--- src/rtl/spi_txn_sequencer.sv ---
`default_nettype none
// ============================================================================
// Module  : spi_txn_sequencer
// Brief   : Request front-end for the val/rdy SPI master: programs size/cs/freq,
//           issues the data word, returns the size-masked result.
//           Optional config cache: define SPI_SEQ_CFG_CACHE_EN.
// Revision: 1.0 - initial release
// ============================================================================
module spi_txn_sequencer #(
  parameter int NBITS    = 34,
  parameter int NCS      = 1,
  parameter int LOG_BITS = $clog2(NBITS) + 1,
  parameter int LOG_CS   = (NCS > 1) ? $clog2(NCS) : 1
) (
  input  logic                clk,
  input  logic                reset,
  input  logic                req_val,
  output logic                req_rdy,
  input  logic [NBITS-1:0]    req_data,
  input  logic [LOG_BITS-1:0] req_size,
  input  logic [LOG_CS-1:0]   req_cs,
  input  logic [2:0]          req_freq,
  output logic                resp_val,
  input  logic                resp_rdy,
  output logic [NBITS-1:0]    resp_data,
  output logic                resp_err,
  output logic                busy,
  output logic                m_recv_val,
  input  logic                m_recv_rdy,
  output logic [NBITS-1:0]    m_recv_msg,
  input  logic                m_send_val,
  output logic                m_send_rdy,
  input  logic [NBITS-1:0]    m_send_msg,
  output logic                m_size_val,
  output logic [LOG_BITS-1:0] m_size_msg,
  output logic                m_cs_val,
  output logic [LOG_CS-1:0]   m_cs_msg,
  output logic                m_freq_val,
  output logic [2:0]          m_freq_msg
);

  typedef enum logic [2:0] {
    ST_IDLE = 3'd0,
    ST_CFG  = 3'd1,
    ST_SEND = 3'd2,
    ST_WAIT = 3'd3,
    ST_RESP = 3'd4
  } state_t;

  localparam logic [LOG_BITS-1:0] c_max_size = LOG_BITS'(NBITS);

  state_t              r_state;
  state_t              w_next;
  logic [NBITS-1:0]    r_data;
  logic [LOG_BITS-1:0] r_size;
  logic [LOG_CS-1:0]   r_cs;
  logic [2:0]          r_freq;
  logic [NBITS-1:0]    r_resp_data;
  logic                r_resp_err;
  logic                w_size_bad;
  logic                w_accept;
  logic                w_cache_hit;
  logic [NBITS-1:0]    w_mask;

  assign w_size_bad = (req_size == '0) || (req_size > c_max_size);
  assign w_accept   = (r_state == ST_IDLE) && req_val;
  // Shifting by NBITS clears every bit, so size == NBITS yields an all-ones mask.
  assign w_mask     = ~({NBITS{1'b1}} << r_size);

`ifdef SPI_SEQ_CFG_CACHE_EN
  logic                r_cache_val;
  logic [LOG_BITS-1:0] r_cache_size;
  logic [LOG_CS-1:0]   r_cache_cs;
  logic [2:0]          r_cache_freq;

  assign w_cache_hit = r_cache_val && (req_size == r_cache_size) &&
                       (req_cs == r_cache_cs) && (req_freq == r_cache_freq);

  always_ff @(posedge clk) begin
    if (reset) begin
      r_cache_val  <= 1'b0;
      r_cache_size <= '0;
      r_cache_cs   <= '0;
      r_cache_freq <= '0;
    end else if (w_accept && w_size_bad) begin
      r_cache_val <= 1'b0;
    end else if ((r_state == ST_CFG) && m_recv_rdy) begin
      r_cache_val  <= 1'b1;
      r_cache_size <= r_size;
      r_cache_cs   <= r_cs;
      r_cache_freq <= r_freq;
    end
  end
`else
  assign w_cache_hit = 1'b0;
`endif

  always_ff @(posedge clk) begin
    if (reset) r_state <= ST_IDLE;
    else       r_state <= w_next;
  end

  always_comb begin
    w_next     = r_state;
    req_rdy    = 1'b0;
    busy       = 1'b1;
    m_size_val = 1'b0;
    m_cs_val   = 1'b0;
    m_freq_val = 1'b0;
    m_recv_val = 1'b0;
    m_send_rdy = 1'b0;
    resp_val   = 1'b0;
    unique case (r_state)
      ST_IDLE: begin
        req_rdy = 1'b1;
        busy    = 1'b0;
        if (req_val) begin
          if (w_size_bad)       w_next = ST_RESP;
          else if (w_cache_hit) w_next = ST_SEND;
          else                  w_next = ST_CFG;
        end
      end
      ST_CFG: begin
        m_size_val = 1'b1;
        m_cs_val   = 1'b1;
        m_freq_val = 1'b1;
        if (m_recv_rdy) w_next = ST_SEND;
      end
      ST_SEND: begin
        // Hold off while the master still presents a result, so it cannot restart early.
        m_recv_val = !m_send_val;
        if (m_recv_rdy && !m_send_val) w_next = ST_WAIT;
      end
      ST_WAIT: begin
        m_send_rdy = 1'b1;
        if (m_send_val) w_next = ST_RESP;
      end
      ST_RESP: begin
        resp_val = 1'b1;
        if (resp_rdy) w_next = ST_IDLE;
      end
      default: w_next = ST_IDLE;
    endcase
  end

  always_ff @(posedge clk) begin
    if (reset) begin
      r_data      <= '0;
      r_size      <= '0;
      r_cs        <= '0;
      r_freq      <= '0;
      r_resp_data <= '0;
      r_resp_err  <= 1'b0;
    end else begin
      if (w_accept) begin
        r_data <= req_data;
        r_size <= req_size;
        r_cs   <= req_cs;
        r_freq <= req_freq;
        if (w_size_bad) begin
          r_resp_data <= '0;
          r_resp_err  <= 1'b1;
        end
      end
      if ((r_state == ST_WAIT) && m_send_val) begin
        r_resp_data <= m_send_msg & w_mask;
        r_resp_err  <= 1'b0;
      end
    end
  end

  assign m_recv_msg = r_data;
  assign m_size_msg = r_size;
  assign m_cs_msg   = r_cs;
  assign m_freq_msg = r_freq;
  assign resp_data  = r_resp_data;
  assign resp_err   = r_resp_err;

endmodule
`default_nettype wire

--- config.mk ---
export PLATFORM = sky130hd
export DESIGN_NAME = spi_txn_sequencer
export DESIGN_NICKNAME = d
export VERILOG_FILES = /design/src/rtl/spi_txn_sequencer.sv
export SDC_FILE = /design/constraint.sdc
export NUM_CORES = 1
export LEC_CHECK = 0
export ABC_AREA = 1
export CORE_MARGIN = 5
export CORE_UTILIZATION = 40
export CTS_BUF_LIST = sky130_fd_sc_hd__clkbuf_8
export CTS_CLUSTER_SIZE = 8
export DETAILED_ROUTE_END_ITERATION = 16
export PLACE_DENSITY = 0.8
export SYNTH_ARGS = -nofsm -noshare
export SYNTH_HDL_FRONTEND = slang
export SYNTH_SLANG_ARGS = --single-unit
--- constraint.sdc ---
create_clock -name clk -period 3.2 [get_ports clk]
set_clock_uncertainty 0.05 [all_clocks]
set_input_delay 0.48 -clock clk [delete_from_list [all_inputs] [get_ports clk]]
set_output_delay 0.48 -clock clk [all_outputs]
set_load 0.02 [all_outputs]
# Yosys cells after proc, flatten, opt, wreduce, memory -nomap -nowiden
# Cells that the tools add are included.
# word_totals
ff_bits	83
mem_count	0
rom_bits	0
in_bits	85
mem_bits_rw	0
latch_bits	0
out_inout_bits	88
# op_classes
n_shift	1
eq_ne	9
muxes	16
mul	0
bitwise_logic	2
reduce_logical	13
addsub	0
n_lt_le_gt_ge	1
n_div	0
# ops
operator	count
2-to-1 mux 34 bit	3
bitwise AND 34 bit	1
NOT 34 bit	1
left shift 34 x 7 -> 34 bit (first input constant)	1
2-to-1 mux 3 bit	6
one-hot mux 3 bit (5 select lines)	1
inequality test 2 bit (second input constant)	5
greater-than comparator 7 x 6 -> 1 bit (second input constant)	1
logical NOT 7 bit	1
equality test 3 x 2 -> 1 bit (second input constant)	2
2-to-1 mux 1 bit	6
AND reduction 5 bit	1
AND reduction 2 bit	2
nonzero test 2 bit	2
equality test 3 x 1 -> 1 bit (second input constant)	1
equality test 3 bit (second input constant)	1
logical AND 1 bit	3
logical NOT 3 bit	1
OR reduction 2 bit	1
logical NOT 1 bit	1
logical OR 1 bit	1

# Depth between registers and ports, before layout
# Gate-level depths: netlist of the first run.
# logic_depth
depth_word	5
mapped_depth	10
ltp_nobuf	10

# Worst setup path before layout of the first run
# Ideal clock, no wire load.
# synth_path
kind	reg-to-output
start	register r_state[1]
end	output m_recv_val
arrival_ps	961
t_required_ps	2670
setup_slack_ps	1709
path_stages_with_launch	5
cell_sequence	dfxtp_1 inv_1 nor3_1 inv_1 nor2_1
# synth_between
elab_chain_cells	2
# synth_lines
item	line_no	rtl
start: declaration	52	state_t r_state;
start signal: assignment	100	else r_state <= w_next;
equality test 3 x 2 -> 1 bit	113	unique case (r_state)
2-to-1 mux 1 bit	113	
end: declaration	28	output logic m_recv_val,
# Every way passes these cells.

# Worst setup path after layout of the first run
# Same ends and word-level chain as after synthesis.

==> results of run 1 <==
[cells in the final DEF (no fill, tap or decap), drive strengths merged]
master / netlist / routed
clkinvlp: 0 / 3
bufinv: 0 / 1
o21ai: 49 / 49
nor3: 3 / 3
dfxtp: 83 / 83
inv: 27 / 29
buf: 17 / 3
a31oi: 1 / 1
nand2: 42 / 42
nand4: 4 / 4
nor2: 104 / 104
o211ai: 9 / 9
clkbuf: 12 / 10
clkdlybuf4s50: 0 / 172
a21oi: 43 / 43
o2111ai: 3 / 3
nand3: 56 / 56
[worst reg2reg max path: cells and delay by family (launching register included)]
kind / cells / cell delay, ps
simple gates: 4 / 1290
compound gates: 2 / 200
flops: 1 / 340
[synth_stat cells (all sizes together)]
| cell | number |
|---|---|
| nand2 | 42 |
| o21ai | 49 |
| nand3 | 56 |
| dfxtp | 83 |
| o211ai | 9 |
| buf | 17 |
| nand4 | 4 |
| clkbuf | 12 |
| a31oi | 1 |
| o2111ai | 3 |
| nor3 | 3 |
| inv | 27 |
| a21oi | 43 |
| nor2 | 104 |
[routing by layer]
metal | track usage (%) | part of all wire (%) | up-vias
li1 | - | - | 1822
met2 | 34.98 | 47 | 185
met4 | 6.660 | 1.5 | 0
met5 | 0 | 0 | -
met3 | 9.966 | 15 | 14
met1 | 23.33 | 37 | 1674
[worst paths after layout]
kind | start | to | slack (ps) | cells past startpoint
worst max register to register | m_size_msg[5]$_SDFFE_PP0P_ | resp_data[4]$_SDFFE_PP0P_ | 1200 | 6
worst min-delay path | resp_data[11]$_SDFFE_PP0P_ | resp_data[11]$_SDFFE_PP0P_ | 440 | 2
worst min register to register | resp_data[11]$_SDFFE_PP0P_ | resp_data[11]$_SDFFE_PP0P_ | 440 | 2
worst max-delay path | r_state[1]$_SDFFE_PP0P_ | m_recv_val | 830 | 5
[area by class of cell]
| type | instances | area, sq um |
|---|---|---|
| Inverter | 27 | 101.3 |
| Multi-Input combinational cell | 314 | 1488 |
| Tap cell | 105 | 131.4 |
| Sequential cell | 83 | 1662 |
| Clock buffer | 10 | 137.6 |
| Clock inverter | 6 | 65.06 |
| Timing Repair Buffer | 175 | 1744 |
| Fill cell | 753 | 2929 |
[through the flow]
step	hold slack, ps	power [W]	setup slack (ps)	std cells
floorplan	464.6	0.002282	1709	453
global placement	416.1	0.002914	921.6	704
detailed placement	423.6	0.002945	822.7	704
CTS	435.7	0.003717	813.3	720
global route	450.9	0.003921	677.0	720
finish	435.6	0.003688	831.6	720
[cells by family after synthesis]
logic type	synth area share (%)
AO/OA/AOI/OAI	16.45
buffers and inverters	7.565
flip-flops	48.77
AND/OR/NAND/NOR	27.21
[power groups by stage]
| stage | clock network (W) | logic (W) | registers (W) |
|---|---|---|---|
| after floorplan | 0 | 0.000749 | 0.00153 |
| after global placement | 0 | 0.00157 | 0.00135 |
| after detailed placement | 0 | 0.00159 | 0.00136 |
| after CTS | 0.000783 | 0.00160 | 0.00133 |
| after global routing | 0.000839 | 0.00172 | 0.00136 |
| final | 0.000766 | 0.00159 | 0.00133 |
[state kept, by name, indices dropped and copies added, names as in the netlist]
| name | cells |
|---|---|
| resp_err | 1 |
| resp_data | 34 |
| m_size_msg | 7 |
| m_cs_msg | 1 |
| r_state | 3 |
| m_recv_msg | 34 |
| m_freq_msg | 3 |
==> flow_summary.html, run 1 <==
<table>
<tr><th>Metric</th><th>Value</th></tr>
<tr><th colspan="2">Hold path</th></tr>
<tr><td>Path category of the worst min-delay check</td><td>register to register</td></tr>
<tr><th colspan="2">Routing</th></tr>
<tr><td>DRC Markers</td><td>0</td></tr>
<tr><td>Iteration count of the initial detailed-routing pass</td><td>5</td></tr>
<tr><td>ANT nets after route</td><td>0</td></tr>
<tr><td>DRC violation total after the first TritonRoute iteration</td><td>154</td></tr>
<tr><td>Total number of vias</td><td>roughly 3,700</td></tr>
<tr><td>Routed vias/inst</td><td>approximately 5.1</td></tr>
<tr><td>Post-DR wirelength/cell</td><td>15.40 um</td></tr>
<tr><td>Wirelength, routed</td><td>11,090 um</td></tr>
<tr><th colspan="2">Setup path</th></tr>
<tr><td>CP max FO</td><td>4</td></tr>
<tr><td>Critical path's slowest cell</td><td>clkdlybuf4s50_1</td></tr>
<tr><td>Critical path data required time</td><td>2670 ps</td></tr>
<tr><td>Cell family contributing the most delay on the critical path</td><td>buffers and inverters</td></tr>
<tr><td>Worst setup SP type</td><td>register</td></tr>
<tr><td>Crit path arrival time</td><td>approximately 1800 ps</td></tr>
<tr><td>Crit path largest cell delay</td><td>610 ps</td></tr>
<tr><td>Critical Path, Cell by Cell</td><td>inv_1, nor3_1, inv_1, nor2_1, clkdlybuf4s50_1</td></tr>
<tr><td>Type of destination of the critical path</td><td>primary output</td></tr>
<tr><td>Category of the critical setup timing path</td><td>register to primary output</td></tr>
<tr><td>Number of buffers and inverters on the critical path</td><td>3</td></tr>
<tr><td>Most frequent cell on the critical path</td><td>inv_1</td></tr>
<tr><th colspan="2">Global route</th></tr>
<tr><td>GRT Overall Usage</td><td>20.82%</td></tr>
<tr><td>Remaining Overflow, GRT</td><td>0</td></tr>
<tr><td>Global-route wire length before repair</td><td>17,000 um</td></tr>
<tr><td>Number of global-route vias before repair</td><td>~3,500</td></tr>
<tr><td>Largest net degree at the start of global routing</td><td>between 40 and 50</td></tr>
<tr><td>Number of antenna violations at the first check in global routing</td><td>0</td></tr>
<tr><th colspan="2">CTS</th></tr>
<tr><td>TritonCTS clock tree</td><td>done</td></tr>
<tr><td>Clock latency on the worst-skew pair</td><td>roughly 350 ps</td></tr>
<tr><td>Clock sinks</td><td>83</td></tr>
<tr><td>Clock slew at the register clock pins of the worst setup and hold paths</td><td>around 90 ps</td></tr>
<tr><td>Hold_buf cts</td><td>0</td></tr>
<tr><td>Clock root buffer</td><td>clkbuf_8</td></tr>
<tr><td>Num CTS Buffers</td><td>9</td></tr>
<tr><td>Maximum clock insertion buffer count</td><td>2</td></tr>
<tr><td>H-tree Lvls</td><td>3</td></tr>
<tr><td>Post-CTS setup buffers</td><td>0</td></tr>
<tr><td>Post-CTS resize count</td><td>0</td></tr>
<tr><th colspan="2">Logic synthesis</th></tr>
<tr><td>Register bit total from synthesis</td><td>83</td></tr>
<tr><td>Post-synth net total</td><td>roughly 540</td></tr>
<tr><td>Post-Syn Area per Cell</td><td>between 7 and 8 sq um</td></tr>
<tr><td>Dominant cell type by area after synthesis</td><td>dfxtp_1</td></tr>
<tr><td>Area of the mapped netlist</td><td>around 0.0034 sq mm</td></tr>
<tr><td>Top cells by area, synth</td><td>dfxtp_1 49%, nor2_1 11%, nand3_1 8.2%, o21ai_0 7.2%, a21oi_1 6.3%</td></tr>
<tr><td>Count of unique library cells instantiated by Yosys</td><td>23</td></tr>
<tr><td>Area share of the largest cell type after synthesis</td><td>48.77%</td></tr>
<tr><td>Count of yosys warnings during synthesis</td><td>0</td></tr>
<tr><td>Syn Inst Count</td><td>roughly 450</td></tr>
<tr><td>Share of synthesized area occupied by flip-flops and latches</td><td>approximately half</td></tr>
<tr><th colspan="2">Run</th></tr>
<tr><td>Max-cap violation count</td><td>0</td></tr>
<tr><th colspan="2">Die</th></tr>
<tr><td>Die Outline Area</td><td>between 0.01 and 0.015 sq mm</td></tr>
<tr><td>Horiz. Die Dim</td><td>approximately 100 um</td></tr>
<tr><td>Number of rows in the core area</td><td>33</td></tr>
<tr><td>Placeable Area</td><td>just over 0.008 sq mm</td></tr>
<tr><td>I/O Pins</td><td>173</td></tr>
<tr><td>Vertical die dimension</td><td>102.3 um</td></tr>
<tr><td>Initial Utilization</td><td>around two fifths</td></tr>
<tr><th colspan="2">Finish</th></tr>
<tr><td>Util after Layout</td><td>about 65%</td></tr>
<tr><td>Final standard cell area without fillers</td><td>about 0.0053 sq mm</td></tr>
<tr><td>Layout overhead on the synthesized area</td><td>56.41%</td></tr>
<tr><td>Ratio of cells with drive above 1 in the final layout</td><td>under 10%</td></tr>
<tr><td>Total Nets Final</td><td>about 700</td></tr>
<tr><td>Antenna diodes</td><td>0</td></tr>
<tr><th colspan="2">Timing</th></tr>
<tr><td>Period Utilization, post-route</td><td>roughly three quarters</td></tr>
<tr><td>Final TNS setup</td><td>0 ps</td></tr>
<tr><td>Final Hold Viols</td><td>0</td></tr>
<tr><td>Transition time at the pin with the least slew margin</td><td>approximately 780 ps</td></tr>
<tr><td>Setup violators final</td><td>0</td></tr>
<tr><td>Unrepaired setup endpoints after global routing</td><td>no</td></tr>
<tr><td>Worst slew margin relative to its limit</td><td>about half</td></tr>
<tr><td>Minimum clock period after layout</td><td>2368 ps</td></tr>
<tr><td>Final slew viol count</td><td>0</td></tr>
<tr><td>Achievable Freq</td><td>~420 MHz</td></tr>
<tr><th colspan="2">Power</th></tr>
<tr><td>Part of the total power dissipated in the clock network</td><td>20.8%</td></tr>
<tr><td>Total power divided by cell area</td><td>692.0 mW/mm^2</td></tr>
<tr><td>Leakage power</td><td>slightly above 2 nW</td></tr>
<tr><td>Sequential Power Share</td><td>a little over a third</td></tr>
<tr><td>Internal power contribution</td><td>0.002211 W</td></tr>
<tr><td>Proportion of total power due to net switching</td><td>40.03%</td></tr>
<tr><td>Net Sw Power</td><td>0.001476 W</td></tr>
<tr><td>Power share of the combinational group</td><td>between 40% and 50%</td></tr>
<tr><td>Peak supply drop</td><td>405.2 uV</td></tr>
<tr><th colspan="2">Placed design</th></tr>
<tr><td>Final weighted congestion in routability-driven placement</td><td>roughly 0.88</td></tr>
<tr><td>Count of port buffers added during placement</td><td>172</td></tr>
<tr><td>Post-DP HPWL</td><td>8244 um</td></tr>
<tr><td>Placed Instance Area</td><td>between 0.005 and 0.006 sq mm</td></tr>
<tr><th colspan="2">Run status</th></tr>
<tr><td>Run status</td><td>complete, no violations</td></tr>
</table>
No activity file was read; power rests on OpenSTA's default activity.
==> run 2, diff against run 1 <==
==> constraint.sdc (replaced) <==
create_clock -name clk -period 2.4 [get_ports clk]
set_clock_uncertainty 0.05 [all_clocks]
set_input_delay 0.36 -clock clk [delete_from_list [all_inputs] [get_ports clk]]
set_output_delay 0.36 -clock clk [all_outputs]
set_load 0.02 [all_outputs]
==> run 2 against run 1 <==
Effect of this change: sequential power increased by 34%; utilization increased by 0.71 points; wire length increased by 0.62%; clock power increased by 37%; global-route usage increased by 0.26 points; via count increased by 0.49%; first-iteration DRC count decreased by 16%; setup slack got worse by 530 ps.
==> flow_summary.html, run 2 (same netlist as run 1, synthesis figures left out) <==
<table>
<tr><th>Metric</th><th>Value</th></tr>
<tr><th colspan="2">Die</th></tr>
<tr><td>I/O Pins</td><td>173 (unchanged)</td></tr>
<tr><td>Horiz. Die Dim</td><td>102.3 um (unchanged)</td></tr>
<tr><td>Placeable Area</td><td>0.008258 sq mm (unchanged)</td></tr>
<tr><td>Initial Utilization</td><td>41.26% (unchanged)</td></tr>
<tr><td>Vertical die dimension</td><td>102.3 um (unchanged)</td></tr>
<tr><td>Number of rows in the core area</td><td>33 (unchanged)</td></tr>
<tr><td>Die Outline Area</td><td>0.01046 sq mm (unchanged)</td></tr>
<tr><th colspan="2">CTS</th></tr>
<tr><td>Clock root buffer</td><td>clkbuf_8 (unchanged)</td></tr>
<tr><td>Clock slew at the register clock pins of the worst setup and hold paths</td><td>90 ps (about the same)</td></tr>
<tr><td>H-tree Lvls</td><td>3 (unchanged)</td></tr>
<tr><td>Clock sinks</td><td>83 (unchanged)</td></tr>
<tr><td>Num CTS Buffers</td><td>9 (unchanged)</td></tr>
<tr><td>Clock latency on the worst-skew pair</td><td>340 ps (was 350 ps)</td></tr>
<tr><td>Maximum clock insertion buffer count</td><td>2 (unchanged)</td></tr>
<tr><td>Post-CTS setup buffers</td><td>0 (unchanged)</td></tr>
<tr><td>TritonCTS clock tree</td><td>done (unchanged)</td></tr>
<tr><th colspan="2">Power</th></tr>
<tr><td>Power share of the combinational group</td><td>43.3% (was 43.0%)</td></tr>
<tr><td>Part of the total power dissipated in the clock network</td><td>21.0% (was 20.8%)</td></tr>
<tr><td>Total power divided by cell area</td><td>927.0 mW/mm^2 (was 692.0 mW/mm^2)</td></tr>
<tr><td>Sequential Power Share</td><td>35.7% (was 36.2%)</td></tr>
<tr><td>Net Sw Power</td><td>0.001994 W (was 0.001476 W)</td></tr>
<tr><td>Proportion of total power due to net switching</td><td>39.92% (was 40.03%)</td></tr>
<tr><td>Peak supply drop</td><td>521.8 uV (was 405.2 uV)</td></tr>
<tr><td>Internal power contribution</td><td>0.003001 W (was 0.002211 W)</td></tr>
<tr><td>Leakage power</td><td>2.118 nW (was 2.069 nW)</td></tr>
<tr><th colspan="2">Timing</th></tr>
<tr><td>Setup violators final</td><td>0 (unchanged)</td></tr>
<tr><td>Minimum clock period after layout</td><td>about 2100 ps</td></tr>
<tr><td>Worst slew margin relative to its limit</td><td>57.25% (was 48.10%)</td></tr>
<tr><td>Unrepaired setup endpoints after global routing</td><td>no (unchanged)</td></tr>
<tr><td>Achievable Freq</td><td>between 400 and 500 MHz</td></tr>
<tr><td>Transition time at the pin with the least slew margin</td><td>640.3 ps (was 775.7 ps)</td></tr>
<tr><td>Final slew viol count</td><td>0 (unchanged)</td></tr>
<tr><td>Final TNS setup</td><td>0 ps (unchanged)</td></tr>
<tr><td>Final Hold Viols</td><td>0 (unchanged)</td></tr>
<tr><td>Period Utilization, post-route</td><td>87.63%</td></tr>
<tr><th colspan="2">Routing</th></tr>
<tr><td>ANT nets after route</td><td>0 (unchanged)</td></tr>
<tr><td>Iteration count of the initial detailed-routing pass</td><td>4 (was 5)</td></tr>
<tr><td>DRC violation total after the first TritonRoute iteration</td><td>130 (was 154)</td></tr>
<tr><td>Total number of vias</td><td>3,713 (was 3,695)</td></tr>
<tr><td>Post-DR wirelength/cell</td><td>15.39 um (was 15.40 um)</td></tr>
<tr><td>Routed vias/inst</td><td>5.121 (was 5.132)</td></tr>
<tr><td>DRC Markers</td><td>0 (unchanged)</td></tr>
<tr><td>Wirelength, routed</td><td>11,160 um (was 11,090 um)</td></tr>
<tr><th colspan="2">Placed design</th></tr>
<tr><td>Post-DP HPWL</td><td>8336 um (was 8244 um)</td></tr>
<tr><td>Final weighted congestion in routability-driven placement</td><td>0.8702 (was 0.8785)</td></tr>
<tr><td>Instance count after placement with tap cells included</td><td>709 (was 704)</td></tr>
<tr><td>Count of port buffers added during placement</td><td>172 (unchanged)</td></tr>
<tr><th colspan="2">Setup path</th></tr>
<tr><td>Critical Path, Cell by Cell</td><td>nor2_2, nand2_1, inv_1, clkdlybuf4s50_1 (was inv_1, nor3_1, inv_1, nor2_1, clkdlybuf4s50_1)</td></tr>
<tr><td>First element of the critical path</td><td>r_state[2]$_SDFFE_PP0P_ (was r_state[1]$_SDFFE_PP0P_)</td></tr>
<tr><td>Worst setup SP type</td><td>register (unchanged)</td></tr>
<tr><td>Startpoint of the most critical register-to-register path</td><td>r_state[0]$_SDFFE_PP0P_ (was m_size_msg[5]$_SDFFE_PP0P_)</td></tr>
<tr><td>Crit path largest cell delay</td><td>610 ps (about the same)</td></tr>
<tr><td>Critical path's slowest cell</td><td>clkdlybuf4s50_1 (unchanged)</td></tr>
<tr><td>Category of the critical setup timing path</td><td>register to primary output (unchanged)</td></tr>
<tr><td>Crit path arrival time</td><td>1690 ps (was 1840 ps)</td></tr>
<tr><td>Critical path data required time</td><td>1990 ps (was 2670 ps)</td></tr>
<tr><td>Type of destination of the critical path</td><td>primary output (unchanged)</td></tr>
<tr><td>CP max FO</td><td>4 (unchanged)</td></tr>
<tr><th colspan="2">Hold path</th></tr>
<tr><td>Worst hold start</td><td>resp_data[33]$_SDFFE_PP0P_ (was resp_data[11]$_SDFFE_PP0P_)</td></tr>
<tr><td>Path category of the worst min-delay check</td><td>register to register (unchanged)</td></tr>
<tr><th colspan="2">Finish</th></tr>
<tr><td>Multi-input gate area</td><td>0.001488 sq mm (unchanged)</td></tr>
<tr><td>Flip-flop and latch area</td><td>0.001662 sq mm (unchanged)</td></tr>
<tr><td>Non-filler cells, final</td><td>725 (was 720)</td></tr>
<tr><td>Layout overhead on the synthesized area</td><td>58.13% (was 56.41%)</td></tr>
<tr><td>Leading cell types in the layout, fill and taps excluded</td><td>171 x clkdlybuf4s50_1, 98 x nor2_1, 83 x dfxtp_1 (was 172 x clkdlybuf4s50_1, 98 x nor2_1, 83 x dfxtp_1)</td></tr>
<tr><td>Antenna diodes</td><td>0 (unchanged)</td></tr>
<tr><td>Util after Layout</td><td>65.24% (was 64.53%)</td></tr>
<tr><td>Count of fill cells added during filler insertion</td><td>698 (was 753)</td></tr>
<tr><td>Total Nets Final</td><td>700 (was 695)</td></tr>
<tr><td>Ratio of cells with drive above 1 in the final layout</td><td>5.806% (was 4.878%)</td></tr>
<tr><td>Leading cell type in the layout, fill and taps excluded</td><td>clkdlybuf4s50_1 (unchanged)</td></tr>
<tr><th colspan="2">Global route</th></tr>
<tr><td>GRT Overall Usage</td><td>21.09% (was 20.82%)</td></tr>
<tr><td>Number of antenna violations at the first check in global routing</td><td>0 (unchanged)</td></tr>
<tr><td>Number of global-route vias before repair</td><td>3,640 (was 3,511)</td></tr>
<tr><td>Largest net degree at the start of global routing</td><td>48 (unchanged)</td></tr>
<tr><td>Global-route wire length before repair</td><td>17,480 um (was 17,000 um)</td></tr>
<tr><td>Remaining Overflow, GRT</td><td>0 (unchanged)</td></tr>
<tr><th colspan="2">Run</th></tr>
<tr><td>Max-cap violation count</td><td>0 (unchanged)</td></tr>
<tr><th colspan="2">Run status</th></tr>
<tr><td>Run status</td><td>complete, no violations (unchanged)</td></tr>
</table>
## run 2: changes by cell type in the layout (fill, tap and decap cells not counted), sizes merged
cell / change
buf: +5
inv: +1
clkinvlp: -1
dlymetal6s2s: +1
clkdlybuf4s50: -1
## run 2: cell type report
cell class                 count  area share [%]
multi-input combinational    314           27.61
tap                          105           2.438
inverter                      27           1.881
clock inverter                 6           1.324
clock buffer                  10           2.555
sequential                    83           30.84
timing repair buffer         180           33.35
## run 2: worst max-delay path, delay by kind of cell (launching register included)
kind | cells | cell delay, ps
simple gates | 2 | 280
flops | 1 | 370
buf+inv | 2 | 710
## run 2: path summary, 6_finish.rpt
check                           slack [ps]  cells past startpoint                          to
worst max register to register         720                      6  resp_data[10]$_SDFFE_PP0P_
worst min register to register         430                      2  resp_data[33]$_SDFFE_PP0P_
worst min-delay path                   430                      2  resp_data[33]$_SDFFE_PP0P_
worst max-delay path                   300                      4                  m_freq_val
## run 2: per-layer routing
layer,track usage [%],routed length (um)
met2,34.78,5151
met3,8.123,1415
met4,7.366,161
met1,25.12,4429
met5,0,0
## run 2: power by group through the flow
stage | Clock [W] | Combinational, W | Sequential, W
2_1_floorplan | 0 | 0.000999 | 0.00204
3_3_place_gp | 0 | 0.00214 | 0.00180
3_5_place_dp | 0 | 0.00217 | 0.00181
4_1_cts | 0.00107 | 0.00218 | 0.00178
5_1_grt | 0.00114 | 0.00237 | 0.00182
6_report | 0.00105 | 0.00216 | 0.00178
## run 2: per-stage QoR
step | power [W] | hold WS, ps | instance area [sq um] | setup WS [ps]
after floorplan | 0.003042 | 444.9 | 3407 | 994.6
after global routing | 0.005323 | 454.6 | 5388 | 196.9
final | 0.004995 | 430.3 | 5388 | 296.8
after global placement | 0.003932 | 415.1 | 5176 | 423.9
after detailed placement | 0.003977 | 420.1 | 5176 | 340.6
after CTS | 0.005035 | 432.4 | 5385 | 92.84
## run 2: timing repair
action | CTS | global route
resized for setup | 0 | 1
endpoints found under the setup margin | 0 | 1
hold buffers | 0 | 0
==> run 3, diff against run 2 <==
--- a/config.mk
+++ b/config.mk
@@ -6,12 +6,14 @@
 export NUM_CORES = 1
 export LEC_CHECK = 0
 export ABC_AREA = 1
+export CELL_PAD_IN_SITES_DETAIL_PLACEMENT = 0
+export CELL_PAD_IN_SITES_GLOBAL_PLACEMENT = 1
 export CORE_MARGIN = 5
-export CORE_UTILIZATION = 40
+export CORE_UTILIZATION = 28
 export CTS_BUF_LIST = sky130_fd_sc_hd__clkbuf_8
 export CTS_CLUSTER_SIZE = 8
 export DETAILED_ROUTE_END_ITERATION = 16
-export PLACE_DENSITY = 0.8
+export PLACE_DENSITY = 0.82
 export SYNTH_ARGS = -nofsm -noshare
 export SYNTH_HDL_FRONTEND = slang
 export SYNTH_SLANG_ARGS = --single-unit
==> run 3 against run 2 <==
Effect of this change: setup slack got worse by 34 ps; total power increased by 0.78%; flip-flop and latch count is the same; wire length grew 6.8%; global-route usage fell by 4.9 points; utilization is 20 points lower; register-to-register slack improved by 50 ps; clock power about the same; first-iteration DRC count grew 65%; fmax shrank 1.6%.
==> flow_summary.html, run 3 (same netlist as run 1, synthesis figures left out) <==
<table>
<tr><th>Metric</th><th>Value</th></tr>
<tr><th colspan="2">Die</th></tr>
<tr><td>Number of rows in the core area</td><td>40 (was 33)</td></tr>
<tr><td>Placeable Area</td><td>0.01196 sq mm (was 0.008258 sq mm)</td></tr>
<tr><td>Die Outline Area</td><td>0.01447 sq mm (was 0.01046 sq mm)</td></tr>
<tr><td>Initial Utilization</td><td>28.48% (was 41.26%)</td></tr>
<tr><td>Horiz. Die Dim</td><td>120.3 um (was 102.3 um)</td></tr>
<tr><td>I/O Pins</td><td>173 (unchanged)</td></tr>
<tr><td>Vertical die dimension</td><td>120.3 um (was 102.3 um)</td></tr>
<tr><th colspan="2">Routing</th></tr>
<tr><td>Total number of vias</td><td>3,702 (was 3,713)</td></tr>
<tr><td>Iteration count of the initial detailed-routing pass</td><td>4 (unchanged)</td></tr>
<tr><td>Routed vias/inst</td><td>4.820 (was 5.121)</td></tr>
<tr><td>DRC Markers</td><td>0 (unchanged)</td></tr>
<tr><td>DRC violation total after the first TritonRoute iteration</td><td>215 (was 130)</td></tr>
<tr><td>Post-DR wirelength/cell</td><td>15.51 um (was 15.39 um)</td></tr>
<tr><td>Wirelength, routed</td><td>11,920 um (was 11,160 um)</td></tr>
<tr><td>ANT nets after route</td><td>0 (unchanged)</td></tr>
<tr><th colspan="2">Global route</th></tr>
<tr><td>Number of global-route vias before repair</td><td>3,708 (was 3,640)</td></tr>
<tr><td>Number of antenna violations at the first check in global routing</td><td>0 (unchanged)</td></tr>
<tr><td>Remaining Overflow, GRT</td><td>0 (unchanged)</td></tr>
<tr><td>Largest net degree at the start of global routing</td><td>40 (was 48)</td></tr>
<tr><td>GRT Overall Usage</td><td>16.15% (was 21.09%)</td></tr>
<tr><td>Global-route wire length before repair</td><td>18,650 um (was 17,480 um)</td></tr>
<tr><th colspan="2">CTS</th></tr>
<tr><td>Clock latency on the worst-skew pair</td><td>370 ps (was 340 ps)</td></tr>
<tr><td>Clock sinks</td><td>83 (unchanged)</td></tr>
<tr><td>Maximum clock insertion buffer count</td><td>2 (unchanged)</td></tr>
<tr><td>Clock root buffer</td><td>clkbuf_8 (unchanged)</td></tr>
<tr><td>Clock slew at the register clock pins of the worst setup and hold paths</td><td>90 ps (about the same)</td></tr>
<tr><td>Num CTS Buffers</td><td>9 (unchanged)</td></tr>
<tr><td>Hold_buf cts</td><td>0 (unchanged)</td></tr>
<tr><td>Post-CTS setup buffers</td><td>0 (unchanged)</td></tr>
<tr><td>TritonCTS clock tree</td><td>done (unchanged)</td></tr>
<tr><td>H-tree Lvls</td><td>3 (unchanged)</td></tr>
<tr><th colspan="2">Run</th></tr>
<tr><td>Max-cap violation count</td><td>0 (unchanged)</td></tr>
<tr><th colspan="2">Timing</th></tr>
<tr><td>Final slew viol count</td><td>0 (unchanged)</td></tr>
<tr><td>Achievable Freq</td><td>467.9 MHz (was 475.5 MHz)</td></tr>
<tr><td>Period Utilization, post-route</td><td>89.05% (was 87.63%)</td></tr>
<tr><td>Minimum clock period after layout</td><td>2137 ps (was 2103 ps)</td></tr>
<tr><td>Unrepaired setup endpoints after global routing</td><td>no (unchanged)</td></tr>
<tr><td>Final Hold Viols</td><td>0 (unchanged)</td></tr>
<tr><td>Worst slew margin relative to its limit</td><td>56.98% (was 57.25%)</td></tr>
<tr><td>Transition time at the pin with the least slew margin</td><td>644.3 ps (was 640.3 ps)</td></tr>
<tr><td>Setup violators final</td><td>0 (unchanged)</td></tr>
<tr><td>Final TNS setup</td><td>0 ps (unchanged)</td></tr>
<tr><th colspan="2">Power</th></tr>
<tr><td>Total power divided by cell area</td><td>922.5 mW/mm^2 (was 927.0 mW/mm^2)</td></tr>
<tr><td>Leakage power</td><td>2.130 nW (was 2.118 nW)</td></tr>
<tr><td>Peak supply drop</td><td>550.2 uV (was 521.8 uV)</td></tr>
<tr><td>Final total power</td><td>0.005034 W (was 0.004995 W)</td></tr>
<tr><th colspan="2">Setup path</th></tr>
<tr><td>Category of the critical setup timing path</td><td>register to primary output (unchanged)</td></tr>
<tr><td>Crit path arrival time</td><td>1730 ps (was 1690 ps)</td></tr>
<tr><td>Type of destination of the critical path</td><td>primary output (unchanged)</td></tr>
<tr><td>Worst setup SP type</td><td>register (unchanged)</td></tr>
<tr><td>Cell family contributing the most delay on the critical path</td><td>buffers and inverters (unchanged)</td></tr>
<tr><td>Path length in cells of the critical path</td><td>4 (unchanged)</td></tr>
<tr><td>CP max FO</td><td>4 (unchanged)</td></tr>
<tr><td>Crit path largest cell delay</td><td>620 ps (was 610 ps)</td></tr>
<tr><td>Critical path's slowest cell</td><td>clkdlybuf4s50_1 (unchanged)</td></tr>
<tr><td>Critical path data required time</td><td>1990 ps (about the same)</td></tr>
<tr><td>Count of cells along the worst register-to-register path</td><td>7 (was 6)</td></tr>
<tr><td>Critical Path, Cell by Cell</td><td>nor2_2, nand2_1, inv_1, clkdlybuf4s50_1 (unchanged)</td></tr>
<tr><td>Number of buffers and inverters on the critical path</td><td>2 (unchanged)</td></tr>
<tr><th colspan="2">Hold path</th></tr>
<tr><td>Worst Hold Path Cells</td><td>2 (unchanged)</td></tr>
<tr><td>Path category of the worst min-delay check</td><td>register to register (unchanged)</td></tr>
<tr><th colspan="2">Finish</th></tr>
<tr><td>Leading cell type in the layout, fill and taps excluded</td><td>clkdlybuf4s50_1 (unchanged)</td></tr>
<tr><td>Leading cell types in the layout, fill and taps excluded</td><td>171 x clkdlybuf4s50_1, 98 x nor2_1, 83 x dfxtp_1 (unchanged)</td></tr>
<tr><td>Non-filler cells, final</td><td>768 (was 725)</td></tr>
<tr><td>Layout overhead on the synthesized area</td><td>60.15% (was 58.13%)</td></tr>
<tr><td>Ratio of cells with drive above 1 in the final layout</td><td>5.958% (was 5.806%)</td></tr>
<tr><td>Antenna diodes</td><td>0 (unchanged)</td></tr>
<tr><td>Final standard cell area without fillers</td><td>0.005456 sq mm (was 0.005388 sq mm)</td></tr>
<tr><td>Total Nets Final</td><td>701 (was 700)</td></tr>
<tr><th colspan="2">Placed design</th></tr>
<tr><td>Instance count after placement with tap cells included</td><td>752 (was 709)</td></tr>
<tr><td>Placed Instance Area</td><td>0.005249 sq mm (was 0.005176 sq mm)</td></tr>
<tr><td>Final weighted congestion in routability-driven placement</td><td>0.8982 (was 0.8702)</td></tr>
<tr><td>Post-DP HPWL</td><td>8868 um (was 8336 um)</td></tr>
<tr><td>Count of port buffers added during placement</td><td>172 (unchanged)</td></tr>
<tr><th colspan="2">Run status</th></tr>
<tr><td>Run status</td><td>complete, no violations (unchanged)</td></tr>
</table>
[run 3: final timing paths]
check | slack (ps) | startpoint | endpoint
worst min-delay path | 440 | resp_data[29]$_SDFFE_PP0P_ | resp_data[29]$_SDFFE_PP0P_
worst min register to register | 440 | resp_data[29]$_SDFFE_PP0P_ | resp_data[29]$_SDFFE_PP0P_
worst max-delay path | 260 | r_state[2]$_SDFFE_PP0P_ | m_cs_val
worst max register to register | 770 | r_state[0]$_SDFFE_PP0P_ | resp_data[4]$_SDFFE_PP0P_
[run 3: area by class of cell]
class | count | area (sq um)
fill | 1199 | 6505
sequential | 83 | 1662
inverter | 27 | 101.3
tap | 147 | 183.9
clock inverter | 7 | 81.33
clock buffer | 9 | 123.9
multi-input combinational | 314 | 1488
timing repair buffer | 181 | 1817
[run 3: stage by stage]
| stage | hold WS [ps] | util (%) | setup slack (ps) |
|---|---|---|---|
| after floorplan | 444.9 | - | 994.6 |
| after global placement | 416.5 | 43.88 | 404.5 |
| after detailed placement | 426.8 | 43.88 | 395.0 |
| after CTS | 439.4 | 45.60 | 80.37 |
| after global routing | 461.8 | 45.62 | 168.4 |
| final | 435.8 | 45.62 | 262.8 |
[run 3: where the power goes]
part / switching (W) / internal [W] / total, W
registers: 0.000158 / 0.00162 / 0.00177
clock network: 0.000566 / 0.000500 / 0.00107
logic: 0.00132 / 0.000872 / 0.00219
total: 0.00205 / 0.00299 / 0.00503
[run 3: tightest hold or removal path, cell delays in order, from the launching register on]
cell	delay (ps)
dfxtp_1	320
nand3_1	70
a21oi_1	50
[run 3: routing by layer]
layer  vias to the layer above  GRT usage (%)  part of all wire [%]
met5                         -              0                     0
met3                        16          7.905                    13
li1                       1833              -                     -
met1                      1677          18.30                    41
met2                       176          25.96                    44
met4                         0          6.728                   1.9
[run 3: timing repair]
action	CTS	global route
setup endpoints to repair	0	1
resized for setup	0	1
hold endpoints to repair	0	0
